===== config.mk =====
export PLATFORM = sky130hd
export DESIGN_NAME = gpio_disp_arbiter
export DESIGN_NICKNAME = d
export VERILOG_FILES = /design/src/rtl/gpio_disp_arbiter.sv
export SDC_FILE = /design/constraint.sdc
export NUM_CORES = 1
export LEC_CHECK = 0
export BUFFER_PORTS_ARGS = -buffer_cell sky130_fd_sc_hd__buf_4
export CAP_MARGIN = 20
export CORE_MARGIN = 3
export CORE_UTILIZATION = 35
export CTS_CLUSTER_SIZE = 10
export DETAILED_ROUTE_END_ITERATION = 10
export PLACE_DENSITY = 0.63
export SLEW_MARGIN = 25
export SYNTH_ARGS = -nofsm -noshare
export SYNTH_HDL_FRONTEND = slang
export SYNTH_SLANG_ARGS = --single-unit

===== constraint.sdc =====
create_clock -name clk -period 2.6 [get_ports clk]
set_input_delay 0.13 -clock clk [delete_from_list [all_inputs] [get_ports clk]]
set_output_delay 0.13 -clock clk [all_outputs]
set_load 0.02 [all_outputs]

===== src/rtl/gpio_disp_arbiter.sv =====
// gpio_disp_arbiter: shares the 8-nibble hex display register between the CPU
// GPIO write path (requester 0) and a debug/monitor source (requester 1).
// Requester 1 wins ties on alternate grants, and each of its writes holds
// requester 0 off for HOLD_CYCLES so the debug value stays visible.
module gpio_disp_arbiter #(
  parameter int HOLD_CYCLES = 50000000,
  parameter int CNT_W       = 26
) (
  input  logic        clk,
  input  logic        rst,
  input  logic        req0,
  input  logic [31:0] wdata0,
  input  logic [7:0]  wmask0,
  output logic        ack0,
  input  logic        req1,
  input  logic [31:0] wdata1,
  input  logic [7:0]  wmask1,
  output logic        ack1,
  output logic [31:0] disp_value,
  output logic [7:0]  digit_valid,
  output logic        owner,
  output logic        hold_busy
);

  localparam logic [CNT_W-1:0] HOLD_LOAD = HOLD_CYCLES[CNT_W-1:0];

  logic [CNT_W-1:0] hold_cnt;
  logic             rr_ptr;
  logic             elig0;
  logic             elig1;
  logic             grant0;
  logic             grant1;
  logic [31:0]      win_data;
  logic [7:0]       win_mask;
  logic [31:0]      next_disp;

  assign hold_busy = (hold_cnt != '0);

  // Pick at most one winner; on a tie, the requester not granted last goes.
  always_comb begin
    elig0  = req0 & ~ack0 & ~hold_busy;
    elig1  = req1 & ~ack1;
    grant1 = elig1 & (~elig0 | ~rr_ptr);
    grant0 = elig0 & ~grant1;
  end

  // Merge the winner's masked nibbles into the current display value.
  always_comb begin
    win_data  = grant1 ? wdata1 : wdata0;
    win_mask  = grant1 ? wmask1 : wmask0;
    next_disp = disp_value;
    for (int k = 0; k < 8; k++) begin
      if (win_mask[k]) begin
        next_disp[4*k +: 4] = win_data[4*k +: 4];
      end
    end
  end

  // Display, ownership, ack pulses and round-robin pointer update on a grant.
  always_ff @(posedge clk or posedge rst) begin
    if (rst) begin
      disp_value  <= '0;
      digit_valid <= '0;
      owner       <= 1'b0;
      rr_ptr      <= 1'b0;
      ack0        <= 1'b0;
      ack1        <= 1'b0;
    end else begin
      ack0 <= grant0;
      ack1 <= grant1;
      if (grant0 | grant1) begin
        disp_value  <= next_disp;
        digit_valid <= digit_valid | win_mask;
        owner       <= grant1;
        rr_ptr      <= grant1;
      end
    end
  end

  // Hold window: reload on every requester-1 grant, otherwise count down to 0.
  always_ff @(posedge clk or posedge rst) begin
    if (rst) begin
      hold_cnt <= '0;
    end else if (grant1) begin
      hold_cnt <= HOLD_LOAD;
    end else if (hold_cnt != '0) begin
      hold_cnt <= hold_cnt - CNT_W'(1);
    end
  end

endmodule

==> metrics.md <==
| Metric | Value |
|---|---|
| Status | `complete, no violations` |
| Synth area leader | `dfrtp_1` |
| Power Total | `0.00323 W` |
| WL met1 | `4460 um` |
| CP startpoint | `hold_cnt[0]` |
| CTS Sinks | `69` |
| Post-Syn Instances | `303` |
| ANT cells | `0` |
| F_max | `397 MHz` |
| Vias in the first global route | `3102` |
| Asr flop ratio synth | `100%` |
| CTS Buffer Depth | `2` |
| I/O pins | `128` |
| Worst-path maximum fanout | `17` |
| Buf/Inv on CP | `3` |
| Internal power | `0.00225 W` |
| Via count | `3104` |
| Mapped Area | `0.00334 mm2` |
| Slew @ Worst Pin | `0.639 ns` |
| CP top delay family | `simple AND/OR/NAND/NOR gates` |
| Clock Latency Late Sink | `0.35 ns` |
| CTS tree | `yes` |
| Seq cells post-synth | `69` |
| Crit-path cells | `inv_2 -> ha_4 -> or4b_4 -> or4_4 -> o21ai_2 -> buf_6 -> inv_6 -> a22o_4 -> o221a_2` |
| PwrDens | `648 mW/mm2` |
| Hpwl dp | `7460 um` |
| # setup viols final | `0` |
| Total Die Area | `0.0107 mm2` |
| Worst setup SP type | `register` |
| H-tree levels | `3` |
| Routability cong. | `0.875` |
| Minimum clock period | `2.52 ns` |
| Number of max-cap violations | `0` |
| Global route overflow | `0` |
| Pre-Repair DR Iteration Count | `4` |
| CP Class | `reg2reg` |
| Largest net degree at the start of global routing | `30` |
| Count of cell types in the netlist | `45` |
| Core Region | `0.00924 mm2` |
| CTS root buffer | `clkbuf_8` |
| Final Hold Vio Count | `0` |
| R2R setup slack | `0.08 ns` |
| Most frequent cell after synthesis | `dfrtp_1` |
| Slowest stage delay, CP | `0.46 ns` |
| Cts bufs inserted | `9` |
| Reg2reg end | `disp_value[2]` |
| Ranking of synthesized cells by area | `dfrtp_1 (52%), o221a_2 (11%), nand3b_1 (3.8%), or3_1 (3.7%), xor2_1 (2.6%)` |
| RSZ-0062 raised after global routing | `false` |
| DRC | `0` |
| Die Height | `104 um` |
| Worst setup path end | `disp_value[2]` |
| Global-route wire length before repair | `15800 um` |
| FF+latch area | `0.00173 mm2` |
| Starting density of the core | `36.1%` |
| Area of the multi-input gates | `0.00160 mm2` |
| Worst path depth | `9` |
| Post-Syn Nets | `388` |
| Initial antenna violation count | `0` |
| Vias per cell | `5.15` |
| Synth top area share | `51.7%` |
| Tot GR Track Use | `18.3%` |
| Setup Skew | `0.0153 ns` |
| Worst r2r src | `hold_cnt[0]` |
| Wire length per cell | `16.3 um` |
| WHS | `0.0305 ns` |
| DR WL met2 | `4650 um` |
| ANT nets after route | `0` |
| Max VDD drop | `0.290 mV` |
| Ys Warns | `0` |
| CP Data Required Time | `2.83 ns` |
| Seq pwr share | `40.8%` |
| Critical Path Sink Type | `register` |
| Fill count | `799` |
| Port Buffers | `127` |
| Final worst path period share | `96.9%` |
| Combinational share of power | `28.3%` |
| Crit path max-delay cell type | `or4b_4` |
| WP data arrival | `2.76 ns` |
| Slew Limit Fails | `0` |
| Syn-to-layout area delta | `49.5%` |
| Top FF cell, synth | `dfrtp_1` |
| Pleak | `2.08 nW` |
| R2R depth | `9` |
| Clk pin slew, worst setup/hold paths | `0.08 ns` |
| Slew headroom | `57.1%` |
| Most frequent cells after synthesis | `dfrtp_1 (69), o221a_2 (32), or3_1 (20)` |
| Nets | `554` |
| Post-Route WL | `9820 um` |
| Die Width | `104 um` |
| Fraction of layout cells with a size suffix above 1 | `48.7%` |
| Clock power frac | `30.9%` |
| Switch share | `30.6%` |
| Uppermost layer routed | `met4` |
| Std cell rows | `35` |
| Post-Syn Area per Cell | `11.0 um2` |
| P_sw | `0.000988 W` |
| Worst hold path class | `in2reg` |
| Initial drt markers | `153` |
| Register area share after synthesis | `51.7%` |
| EDFF count, synth | `0` |
| Met3 WL | `606 um` |
==> power groups by stage <==
| stage | Combinational, W | Sequential (W) | Clock, W |
|---|---|---|---|
| 6_report | 0.000917 | 0.00132 | 0.000999 |
| 3_3_place_gp | 0.000884 | 0.00133 | 0 |
| 4_1_cts | 0.000908 | 0.00132 | 0.00102 |
| 2_1_floorplan | 0.000373 | 0.00144 | 0 |
| 5_1_grt | 0.000986 | 0.00134 | 0.00108 |
| 3_5_place_dp | 0.000893 | 0.00134 | 0 |
==> metrics by stage <==
stage / TNS [ns] / std cells / util [%] / cell area, um2 / worst slack (ns)
after floorplan: 0 / 303 / - / 3360 / 0.00650
after global routing: 0 / 603 / 54.0 / 4990 / 0.00229
after detailed placement: -0.535 / 582 / 50.4 / 4660 / -0.0456
final: 0 / 603 / 54.0 / 4990 / 0.0794
after CTS: 0 / 600 / 53.5 / 4940 / 0.00119
after global placement: 0 / 582 / 50.4 / 4660 / 0.0154
==> flip-flops by register name, summed over array words and instances, names as in the netlist <==
register / flops
disp_value: 32
rr_ptr: 1
digit_valid: 8
hold_cnt: 26
ack0: 1
ack1: 1
==> what timing repair did <==
item	CTS	global route
endpoints found under the setup margin	21	40
hold buffers	1	0
buffers inserted	1	3
resized for setup	6	8
endpoints found under the hold margin	27	0
pin swaps	0	2
==> placed cells by master, fill, tap and decap left out, drive strengths merged, types with 4 or more instances in the layout <==
| master | Yosys | layout |
|---|---|---|
| buf | 4 | 164 |
| dfrtp | 69 | 69 |
| o221a | 32 | 32 |
| or3 | 20 | 20 |
| nand3b | 17 | 17 |
| nor2 | 16 | 16 |
| nand2 | 16 | 16 |
| o21ai | 11 | 11 |
| inv | 9 | 11 |
| xor2 | 10 | 10 |
| clkbuf | 6 | 10 |
| or2 | 10 | 10 |
| nor4 | 8 | 8 |
| or4 | 8 | 8 |
| nand3 | 7 | 7 |
| xnor2 | 7 | 7 |
| a21oi | 6 | 6 |
| nor3 | 6 | 6 |
| nand4 | 5 | 5 |
| nand2b | 5 | 5 |
| a22o | 4 | 4 |
| o211ai | 4 | 4 |
==> cell families (layout without fill, tap and decap cells) <==
| kind of cell | count (synthesis) | in the layout | synth area share, % |
|---|---|---|---|
| xor gates and xnor gates | 17 | 17 | 4.46 |
| AOI/OAI and AO/OA | 69 | 69 | 18.4 |
| buffers and inverters | 19 | 190 | 2.59 |
| and+or+nand+nor | 128 | 128 | 22.5 |
| adders and majority gates | 1 | 1 | 0.375 |
| DFF | 69 | 69 | 51.7 |
==> final cells by class <==
cell class | count | share of cell area, %
multi-input combinational | 215 | 32.0
inverter | 9 | 0.777
timing repair buffer | 165 | 24.9
sequential | 69 | 34.6
tap | 129 | 3.23
clock inverter | 6 | 1.88
clock buffer | 10 | 2.56
==> routing by layer <==
metal,GRT usage [%],up-vias
li1,-,1508
met1,24.8,1475
met2,28.7,111
met3,4.92,10
met4,5.32,0
met5,0,-
==> worst min-delay path by stage <==
| stage | cells after the start | endpoint | slack, ns | from |
|---|---|---|---|---|
| floorplan | 1 | rr_ptr | 0.27 | req0 |
| detailed placement | 2 | disp_value[26] | 0.27 | rst |
| finish | 2 | rr_ptr | 0.03 | req0 |
| CTS | 2 | rr_ptr | 0.02 | req0 |
| global route | 2 | rr_ptr | 0.01 | req0 |
| global placement | 2 | disp_value[26] | 0.27 | rst |
Power figures use the tool's default switching activity.
